## config.mk

```make
export PLATFORM = sky130hd
export DESIGN_NAME = invaders
export DESIGN_NICKNAME = d
export VERILOG_FILES = /design/src/rtl/invaders_pkg.sv /design/src/rtl/invaders_hit_detect.sv /design/src/rtl/invaders.sv
export SDC_FILE = /design/constraint.sdc
export NUM_CORES = 1
export LEC_CHECK = 0
export CORE_ASPECT_RATIO = 0.6
export CORE_MARGIN = 3
export CORE_UTILIZATION = 26
export CTS_CLUSTER_SIZE = 10
export DETAILED_ROUTE_END_ITERATION = 7
export PLACE_DENSITY = 0.49
export REMOVE_ABC_BUFFERS = 1
export SYNTH_ARGS = -nofsm -noshare
export SYNTH_HDL_FRONTEND = slang
export SYNTH_HIERARCHICAL = 1
export SYNTH_SLANG_ARGS = --single-unit
```

## constraint.sdc

```tcl
create_clock -name clk -period 13.6 [get_ports clk]
set_clock_uncertainty 0.15 [all_clocks]
set_input_delay 2.72 -clock clk [delete_from_list [all_inputs] [get_ports clk]]
set_output_delay 2.72 -clock clk [all_outputs]
set_load 0.05 [all_outputs]
```

## src/rtl/invaders_pkg.sv

```systemverilog
// Shared playfield geometry, FSM state type and helpers for the invader formation.
package invaders_pkg;

  localparam int SCREEN_W     = 640;
  localparam int INVADER_W    = 32;
  localparam int INVADER_H    = 16;
  localparam int SPACING      = 48;
  localparam int PLAYER_Y     = 440;
  localparam int NUM_INVADERS = 6;

  typedef enum logic [1:0] {
    ST_MOVE,
    ST_DROP,
    ST_BREACH,
    ST_WAVE_CLEAR
  } state_t;

  // Keeps only the least significant set bit (lowest invader index wins).
  function automatic logic [NUM_INVADERS-1:0] lowest_set(input logic [NUM_INVADERS-1:0] v);
    return v & ((~v) + NUM_INVADERS'(1));
  endfunction

endpackage

```

## src/rtl/invaders_hit_detect.sv

```systemverilog
// Point-in-box test of the laser tip against one invader's half-open bounding box.
module invader_hit_detect
  import invaders_pkg::*;
(
  input  logic [10:0] box_x,
  input  logic [9:0]  box_y,
  input  logic [9:0]  laser_x,
  input  logic [9:0]  laser_y,
  output logic        hit
);

  logic [10:0] lx, ly, by;
  logic        in_x, in_y;

  assign lx   = {1'b0, laser_x};
  assign ly   = {1'b0, laser_y};
  assign by   = {1'b0, box_y};
  assign in_x = (lx >= box_x) && (lx < box_x + 11'(INVADER_W));
  assign in_y = (ly >= by) && (ly < by + 11'(INVADER_H));
  assign hit  = in_x && in_y;

endmodule

```

## src/rtl/invaders.sv

```systemverilog
// Invader formation controller: movement FSM, alive mask and laser hit detection.
// Optional wave speed-up is enabled by defining INVADERS_SPEEDUP_EN.
module invaders
  import invaders_pkg::*;
#(
  parameter int START_X          = 64,
  parameter int START_Y          = 32,
  parameter int STEP_X           = 8,
  parameter int STEP_Y           = 16,
  parameter int STEP_FRAMES_INIT = 30,
  parameter int STEP_FRAMES_MIN  = 6,
  parameter int STEP_FRAMES_DEC  = 4
) (
  input  logic                    clk,
  input  logic                    rst,
  input  logic                    arst,
  input  logic                    frame,
  input  logic                    laser_active,
  input  logic [9:0]              laser_x,
  input  logic [9:0]              laser_y,
  output logic [9:0]              invaders_x,
  output logic [9:0]              invaders_y,
  output logic [NUM_INVADERS-1:0] invader_alive,
  output logic [NUM_INVADERS-1:0] invader_collision,
  output logic                    player_collision
);

  state_t                  state, state_next;
  logic [9:0]              x_next, y_next;
  logic [NUM_INVADERS-1:0] alive_next, in_box, hits, survivors;
  logic                    dir_right, dir_next;
  logic [5:0]              cnt, cnt_next, period;
  logic                    any_reset, respawn;
  logic [10:0]             right_reach, y_drop;
  logic                    edge_right, edge_left, breach;

  for (genvar i = 0; i < NUM_INVADERS; i++) begin : g_hit
    invader_hit_detect u_hit (
      .box_x  ({1'b0, invaders_x} + 11'(i * SPACING)),
      .box_y  (invaders_y),
      .laser_x(laser_x),
      .laser_y(laser_y),
      .hit    (in_box[i])
    );
  end

  assign any_reset         = rst | arst;
  assign hits              = in_box & invader_alive & {NUM_INVADERS{laser_active}};
  assign invader_collision = (frame && !any_reset) ? lowest_set(hits) : '0;
  assign survivors         = invader_alive & ~invader_collision;

  // Edge and breach tests are widened to 11 bits so they can never wrap.
  assign right_reach = {1'b0, invaders_x} + 11'((NUM_INVADERS - 1) * SPACING + INVADER_W + STEP_X);
  assign edge_right  = right_reach > 11'(SCREEN_W);
  assign edge_left   = invaders_x < 10'(STEP_X);
  assign y_drop      = {1'b0, invaders_y} + 11'(STEP_Y);
  assign breach      = (y_drop + 11'(INVADER_H)) >= 11'(PLAYER_Y);

  always_ff @(posedge clk) begin
    if (any_reset) begin
      state         <= ST_MOVE;
      invaders_x    <= 10'(START_X);
      invaders_y    <= 10'(START_Y);
      invader_alive <= '1;
      dir_right     <= 1'b1;
      cnt           <= '0;
    end else begin
      state         <= state_next;
      invaders_x    <= x_next;
      invaders_y    <= y_next;
      invader_alive <= alive_next;
      dir_right     <= dir_next;
      cnt           <= cnt_next;
    end
  end

  always_comb begin
    state_next       = state;
    x_next           = invaders_x;
    y_next           = invaders_y;
    alive_next       = invader_alive;
    dir_next         = dir_right;
    cnt_next         = cnt;
    respawn          = 1'b0;
    player_collision = 1'b0;
    if (frame) begin
      alive_next = survivors;
      // Clearing the last invader pre-empts any drop or breach still pending.
      if (state == ST_WAVE_CLEAR) begin
        respawn = 1'b1;
      end else if (survivors == '0) begin
        state_next = ST_WAVE_CLEAR;
      end else begin
        case (state)
          ST_MOVE: begin
            if (cnt == period - 6'd1) begin
              cnt_next = '0;
              if (dir_right ? edge_right : edge_left) begin
                state_next = ST_DROP;
              end else begin
                x_next = dir_right ? invaders_x + 10'(STEP_X) : invaders_x - 10'(STEP_X);
              end
            end else begin
              cnt_next = cnt + 6'd1;
            end
          end
          ST_DROP: begin
            y_next     = y_drop[9:0];
            dir_next   = !dir_right;
            state_next = breach ? ST_BREACH : ST_MOVE;
          end
          ST_BREACH: begin
            player_collision = !any_reset;
            respawn          = 1'b1;
          end
          default: ;
        endcase
      end
      if (respawn) begin
        state_next = ST_MOVE;
        x_next     = 10'(START_X);
        y_next     = 10'(START_Y);
        alive_next = '1;
        dir_next   = 1'b1;
        cnt_next   = '0;
      end
    end
  end

`ifdef INVADERS_SPEEDUP_EN
  logic wave_respawn;

  assign wave_respawn = frame && (state == ST_WAVE_CLEAR);

  // Each cleared wave shortens the step period down to a floor.
  always_ff @(posedge clk) begin
    if (any_reset) begin
      period <= 6'(STEP_FRAMES_INIT);
    end else if (wave_respawn) begin
      period <= (period >= 6'(STEP_FRAMES_MIN + STEP_FRAMES_DEC))
                ? period - 6'(STEP_FRAMES_DEC) : 6'(STEP_FRAMES_MIN);
    end
  end
`else
  assign period = 6'(STEP_FRAMES_INIT);
`endif

endmodule

```

==> results.md, run 1 <==
* CP startpoint kind: input port
* Routed Antenna Nets at 0
* Cell Area, Synth at 8240 um2
* DIE HEIGHT at 144 um
* Max-Cap Viols at 0
* Status: complete, no violations
* YS warnings at 6
* Tot GR Track Use at 14.8%
* Global-route wire length before repair at 40.8 mm
* Htree depth at 1
* Post-CTS Resized at 0
* DP Area at 9350 um2
* Yosys cell types at 81
* Syn-to-layout area delta at 14.7%
* Top_reg_cell synth: dfxtp_1
* Sequential fraction of the synthesis area at 6.80%
* Total grt overflow at 0
* Hold Fails Final Rpt at 0
* Vias in the first global route at 7167
* Final Setup Violations at 0
* I/O Buffers at 50
* Share of cells above drive strength 1 at 4.09%
* Final Net Count at 1393
* Max transition margin at 38.3%
* Detailed placement HPWL at 20.8 mm
* Reg clk slew, reported paths at 0.07 ns
* Worst skew pair latency at 0.27 ns
* CP dominant cell by count: clkdlybuf4s50_1
* DRT Pass-1 Iters at 6
* Core box area at 30600 um2
* Starting Density at 26.9%
* Syn avg cell area at 7.78 um2
* Rows at 49
* Worst Path Buf+Inv at 2
* Maximum vdd drop at 57.5 uV
* WL final at 25.5 mm
* Worst hold path class: flip-flop to flip-flop
* Critical path arrival at 7.95 ns
* Yosys reg bits at 28
* CP peak stage delay at 0.97 ns
* Clock sink count at 28
* Tmin final at 10.82 ns
* # hold bufs at CTS at 0
* Final worst-path cycle share at 79.6%
* Vias per inst at 4.97
* Postcts setup bufs at 0
* Slowest CP cell: clkdlybuf4s50_1
* Die area at 33900 um2
* Root buffer cell: clkbuf_16
* Leakage at 3.99 nW
* Initial antenna violation count at 1
* Setup ws final at 2.78 ns
* Delay-heaviest family, CP: compound AO/OA/AOI/OAI gates
* DRC at 0
* DR iter-0 viols at 653
* Non-filler instance count after layout at 1557
* Num ports at 58
* Post-synth EDFFs at 0
* Die Wd at 236 um
* CP max FO at 12
* Crit Path Category: input port to primary output
* Least-Margin Pin Slew at 0.925 ns
* Largest net degree at the start of global routing at 32
* DR WL/cell at 16.4 um
* Num CTS Buffers at 3
* Antenna diode count at 0
* Final RePlAce weighted congestion at 0.868
* Setup TNS at 0 ns
* Power per cell area at 32.0 nW/um2
* Final Max Tran Viols at 0
* Post-Place Cells at 1553
* Place WS at 2.94 ns
* CP Data Required Time at 10.73 ns
* Synthesized instance count at 1059
* Total Power at 0.303 mW
* Post-layout instance area at 9450 um2
* Max Fclk at 0.0924 GHz
* Worst setup EP type: primary output
* Bufs on Longest Clock Path at 2
* Asr flop ratio synth at 0%
* CTS tree: done
* CP cell instances: clkdlybuf4s50_1 -> ha_1 -> a21oi_1 -> nor2b_1 -> a2111oi_0 -> a211oi_1 -> nor4_2 -> nand2b_1 -> a221oi_1 -> o21ai_1 -> o21ai_0 -> nor4_1 -> clkdlybuf4s50_1
* Vias at 7742
* RSZ-0062 raised after global routing: false
[state kept, by name, summed over array words and instances (netlist names)]
signal         cells
cnt                6
dir_right          1
invader_alive      6
invaders_x         7
invaders_y         6
state              2
[logic make-up after synthesis]
logic type               synth area share [%]
multiplexers                            0.364
adder cells (fa/ha/maj)                  33.1
other                                  0.0455
AO/OA/AOI/OAI                            24.5
AND/OR/NAND/NOR                          17.7
buffers and inverters                    9.73
flip-flops                               6.80
XOR/XNOR                                 7.76
[worst paths after layout]
| check | from | to | slack [ns] | depth (start not counted) |
|---|---|---|---|---|
| worst max-delay path | laser_x[6] | player_collision | 2.78 | 13 |
| worst min-delay path | cnt[4]$_SDFFE_PP0P_ | cnt[4]$_SDFFE_PP0P_ | 0.35 | 2 |
| worst max register to register | invaders_x[5]$_SDFFE_PP0P_ | cnt[0]$_SDFFE_PP0P_ | 7.23 | 18 |
| worst min register to register | cnt[4]$_SDFFE_PP0P_ | cnt[4]$_SDFFE_PP0P_ | 0.35 | 2 |
[per-stage QoR]
| stage | util (%) | hold WS (ns) |
|---|---|---|
| floorplan | - | 0.315 |
| global placement | 30.5 | 0.349 |
| detailed placement | 30.5 | 0.346 |
| CTS | 30.9 | 0.357 |
| global route | 30.9 | 0.395 |
| finish | 30.9 | 0.353 |
[report_power, final]
group / total, mW / internal, mW / leakage (nW) / switching (mW)
logic: 0.130 / 0.0523 / 3.71 / 0.0778
clock network: 0.0891 / 0.0587 / 0.0511 / 0.0304
registers: 0.0834 / 0.0824 / 0.226 / 0.00105
total: 0.303 / 0.193 / 3.99 / 0.109
[synthesized netlist by cell type (5+ instances only)]
cell type / number / area (um2)
a2111oi_0: 14 / 123
a211o_1: 14 / 123
a211oi_1: 12 / 90.1
a21o_1: 22 / 165
a21oi_1: 48 / 240
a221oi_1: 8 / 70.1
a31oi_1: 9 / 56.3
and4_1: 7 / 61.3
buf_4: 7 / 52.6
clkbuf_1: 7 / 26.3
dfxtp_1: 28 / 561
ha_1: 218 / 2730
inv_1: 174 / 653
nand2_1: 49 / 184
nand2b_1: 15 / 93.8
nand3_1: 38 / 190
nand3_2: 5 / 50.1
nand4_1: 15 / 93.8
nor2_1: 44 / 165
nor2b_1: 17 / 106
nor3_1: 19 / 95.1
o211a_1: 6 / 60.1
o211ai_1: 15 / 113
o21a_1: 19 / 143
o21ai_0: 60 / 300
o21ai_1: 5 / 25.0
o31ai_1: 9 / 67.6
o32ai_1: 5 / 43.8
xnor2_1: 66 / 578
xor2_1: 7 / 61.3
[worst min-delay path, cell delays in order, from the launching register on]
cell,delay (ns)
dfxtp_1,0.33
o31ai_1,0.07
a21oi_1,0.06
[routing by layer]
layer	GRT usage, %	routed length, um
met4	0.895	114
met5	0	0
met2	21.0	9760
met3	1.80	1350
met1	24.0	14300
[cell type report]
class,instances,area [um2]
clock inverters,1,30.0
multi-input cells,884,7060
inverters,177,664
fillers,3253,21100
repair buffers,56,546
flip-flops and latches,28,561
clock buffers,3,75.1
well taps,408,510
[cell usage in the layout (no fill, tap or decap), types with 15 or more instances in the layout]
cell type / synthesis / final
a21o_1: 22 / 22
a21oi_1: 48 / 48
clkdlybuf4s50_1: 0 / 50
conb_1: 1 / 51
dfxtp_1: 28 / 28
ha_1: 218 / 218
inv_1: 174 / 174
nand2_1: 49 / 49
nand2b_1: 15 / 15
nand3_1: 38 / 38
nand4_1: 15 / 15
nor2_1: 44 / 44
nor2b_1: 17 / 17
nor3_1: 19 / 19
o211ai_1: 15 / 15
o21a_1: 19 / 19
o21ai_0: 60 / 60
xnor2_1: 66 / 66
No activity file was read; power rests on OpenSTA's default activity.
==> inputs of run 2 (changes only) <==
- clock period: 13.6 -> 10.5 ns (I/O delays scaled with it)
==> run 2 against run 1 <==
Register-to-register slack got worse by 3.0 ns. Non-clock buffer count rose by 4. Via count rose by 1.1%. First-iteration DRC count fell by 8.0%. Global-route usage rose by 0.22 points. Sequential cell count did not move. Design area rose by 0.32%. Clock power rose by 28%. Hold slack improved by 0.012 ns.
==> results.md, run 2 (same netlist as run 1, synthesis figures left out) <==
* Status: complete, no violations
* Critical path origin: laser_x[7]
* CP Data Required Time at 8.25 ns
* Combinational power share at 43.2%
* Worst setup EP type: primary output
* Final Max Tran Viols at 0
* Fill cells at 3288
* Switch share at 35.8%
* Max FFs per register at 7
* GR peak layer: met1
* Max transition margin at 29.1%
* CP startpoint kind: input port
* GRT met1 Usage at 24.7%
* CTS tree: done
* Post-layout instance area at 9480 um2
* Antenna diode count at 0
* Power per cell area at 41.3 nW/um2
* WL final at 25.8 mm
* Maximum vdd drop at 55.3 uV
* Setup TNS at 0 ns
* Bufs on Longest Clock Path at 2
* Reg clk slew, reported paths at 0.07 ns
* DR iter-0 viols at 601
* Global-route wire length before repair at 41.2 mm
* Non-filler instance count after layout at 1561
* I/O Buffers at 50
* Syn-to-layout area delta at 15.1%
* Rows at 49
* Tmin final at 9.62 ns
* # hold bufs at CTS at 0
* Total grt overflow at 0
* Worst r2r src: invaders_x[4]$_SDFFE_PP0P_
* DR WL/cell at 16.5 um
* Starting Density at 26.9%
* Post-Place Cells at 1557
* Max Fclk at 0.104 GHz
* RSZ-0062 raised after global routing: false
* Crit Path Category: input port to primary output
* Htree depth at 1
* DRC at 0
* Switch Pwr at 0.140 mW
* Core box area at 30600 um2
* Most common cell after layout, fill and taps aside: ha_1
* Detailed placement HPWL at 21.4 mm
* Flop pwr share at 27.7%
* Tot GR Track Use at 15.0%
* FF-to-FF setup slack at 4.21 ns
* Share of cells above drive strength 1 at 4.42%
* Leakage at 4.00 nW
* Final Net Count at 1397
* Met3 usage at 1.38%
* Most frequent cells in the layout: ha_1 (218), inv_1 (174), xnor2_1 (66)
* Routed Antenna Nets at 0
* Max-Cap Viols at 0
* Reg2Reg Capture Point: cnt[0]$_SDFFE_PP0P_
* DIE HEIGHT at 144 um
* DRT Pass-1 Iters at 5
* DP Area at 9380 um2
* Least-Margin Pin Slew at 1.04 ns
* Clock share of power at 29.1%
* CP max FO at 12
* Worst skew pair latency at 0.26 ns
* Vias at 7829
* Initial antenna violation count at 0
* Root buffer cell: clkbuf_16
* Worst Setup EP: player_collision
* Worst hold path class: flip-flop to flip-flop
* Num CTS Buffers at 3
* Vias in the first global route at 7218
* Die Wd at 236 um
* Largest net degree at the start of global routing at 32
* Grt met2 use at 21.2%
* Final worst-path cycle share at 91.6%
* Int Pwr at 0.251 mW
* Post-CTS Resized at 0
* Num ports at 58
* Die area at 33900 um2
* Biggest register: invaders_x
* Final RePlAce weighted congestion at 0.857
* Critical path arrival at 7.37 ns
* Vias per inst at 5.02
* Postcts setup bufs at 0
* Final Setup Violations at 0
* Clock sink count at 28
* Hold Fails Final Rpt at 0
* R2R depth at 18
[run 2: cell types whose count changed in the layout (fill, tap and decap cells not counted), sizes merged]
cell  change
buf       +4
[run 2: cell type report]
type	instances	area (um2)	share of cell area (%)
Timing Repair Buffer	60	576	6.07
Tap cell	408	510	5.38
Clock buffer	3	75.1	0.792
Clock inverter	1	30.0	0.317
Sequential cell	28	561	5.91
Multi-Input combinational cell	884	7060	74.5
Inverter	177	664	7.01
[run 2: stage by stage]
step	hold slack [ns]	worst slack [ns]	total power [mW]	util (%)
after floorplan	0.315	2.30	0.218	-
after global placement	0.349	1.09	0.276	30.6
after detailed placement	0.353	1.01	0.278	30.6
after CTS	0.363	0.971	0.394	31.0
after global routing	0.412	0.629	0.422	31.0
final	0.364	0.882	0.391	31.0
[run 2: how the worst min path moves through the flow]
| stage | startpoint | end | depth (start not counted) |
|---|---|---|---|
| after global routing | cnt[3]$_SDFFE_PP0P_ | cnt[3]$_SDFFE_PP0P_ | 2 |
| after global placement | cnt[4]$_SDFFE_PP0P_ | cnt[4]$_SDFFE_PP0P_ | 2 |
| final | cnt[4]$_SDFFE_PP0P_ | cnt[4]$_SDFFE_PP0P_ | 2 |
| after floorplan | cnt[4]$_SDFFE_PP0P_ | cnt[4]$_SDFFE_PP0P_ | 2 |
| after CTS | cnt[4]$_SDFFE_PP0P_ | cnt[4]$_SDFFE_PP0P_ | 2 |
| after detailed placement | cnt[4]$_SDFFE_PP0P_ | cnt[4]$_SDFFE_PP0P_ | 2 |
[run 2: power groups by stage]
stage	registers (mW)	logic, mW	clock network, mW
5_1_grt	0.108	0.193	0.121
2_1_floorplan	0.111	0.108	0
3_3_place_gp	0.111	0.165	0
4_1_cts	0.108	0.168	0.117
3_5_place_dp	0.111	0.167	0
6_report	0.108	0.169	0.114
[run 2: routing by layer]
metal | vias to the layer above | part of all wire, %
met5 | - | 0
met2 | 177 | 38
met4 | 0 | 0.45
met1 | 3664 | 56
li1 | 3980 | -
met3 | 8 | 4.9
[run 2: critical path, stage by stage]
cell and delay (ns):
clkdlybuf4s50_1 0.98, ha_1 0.37, nand2_1 0.10, nor2_1 0.04
a2111oi_0 0.48, a211oi_1 0.16, nor4_2 0.73, a222oi_1 0.28
a41o_1 0.36, o21ai_1 0.28, o21ai_0 0.29, nor4_1 0.31
clkdlybuf4s50_1 0.87
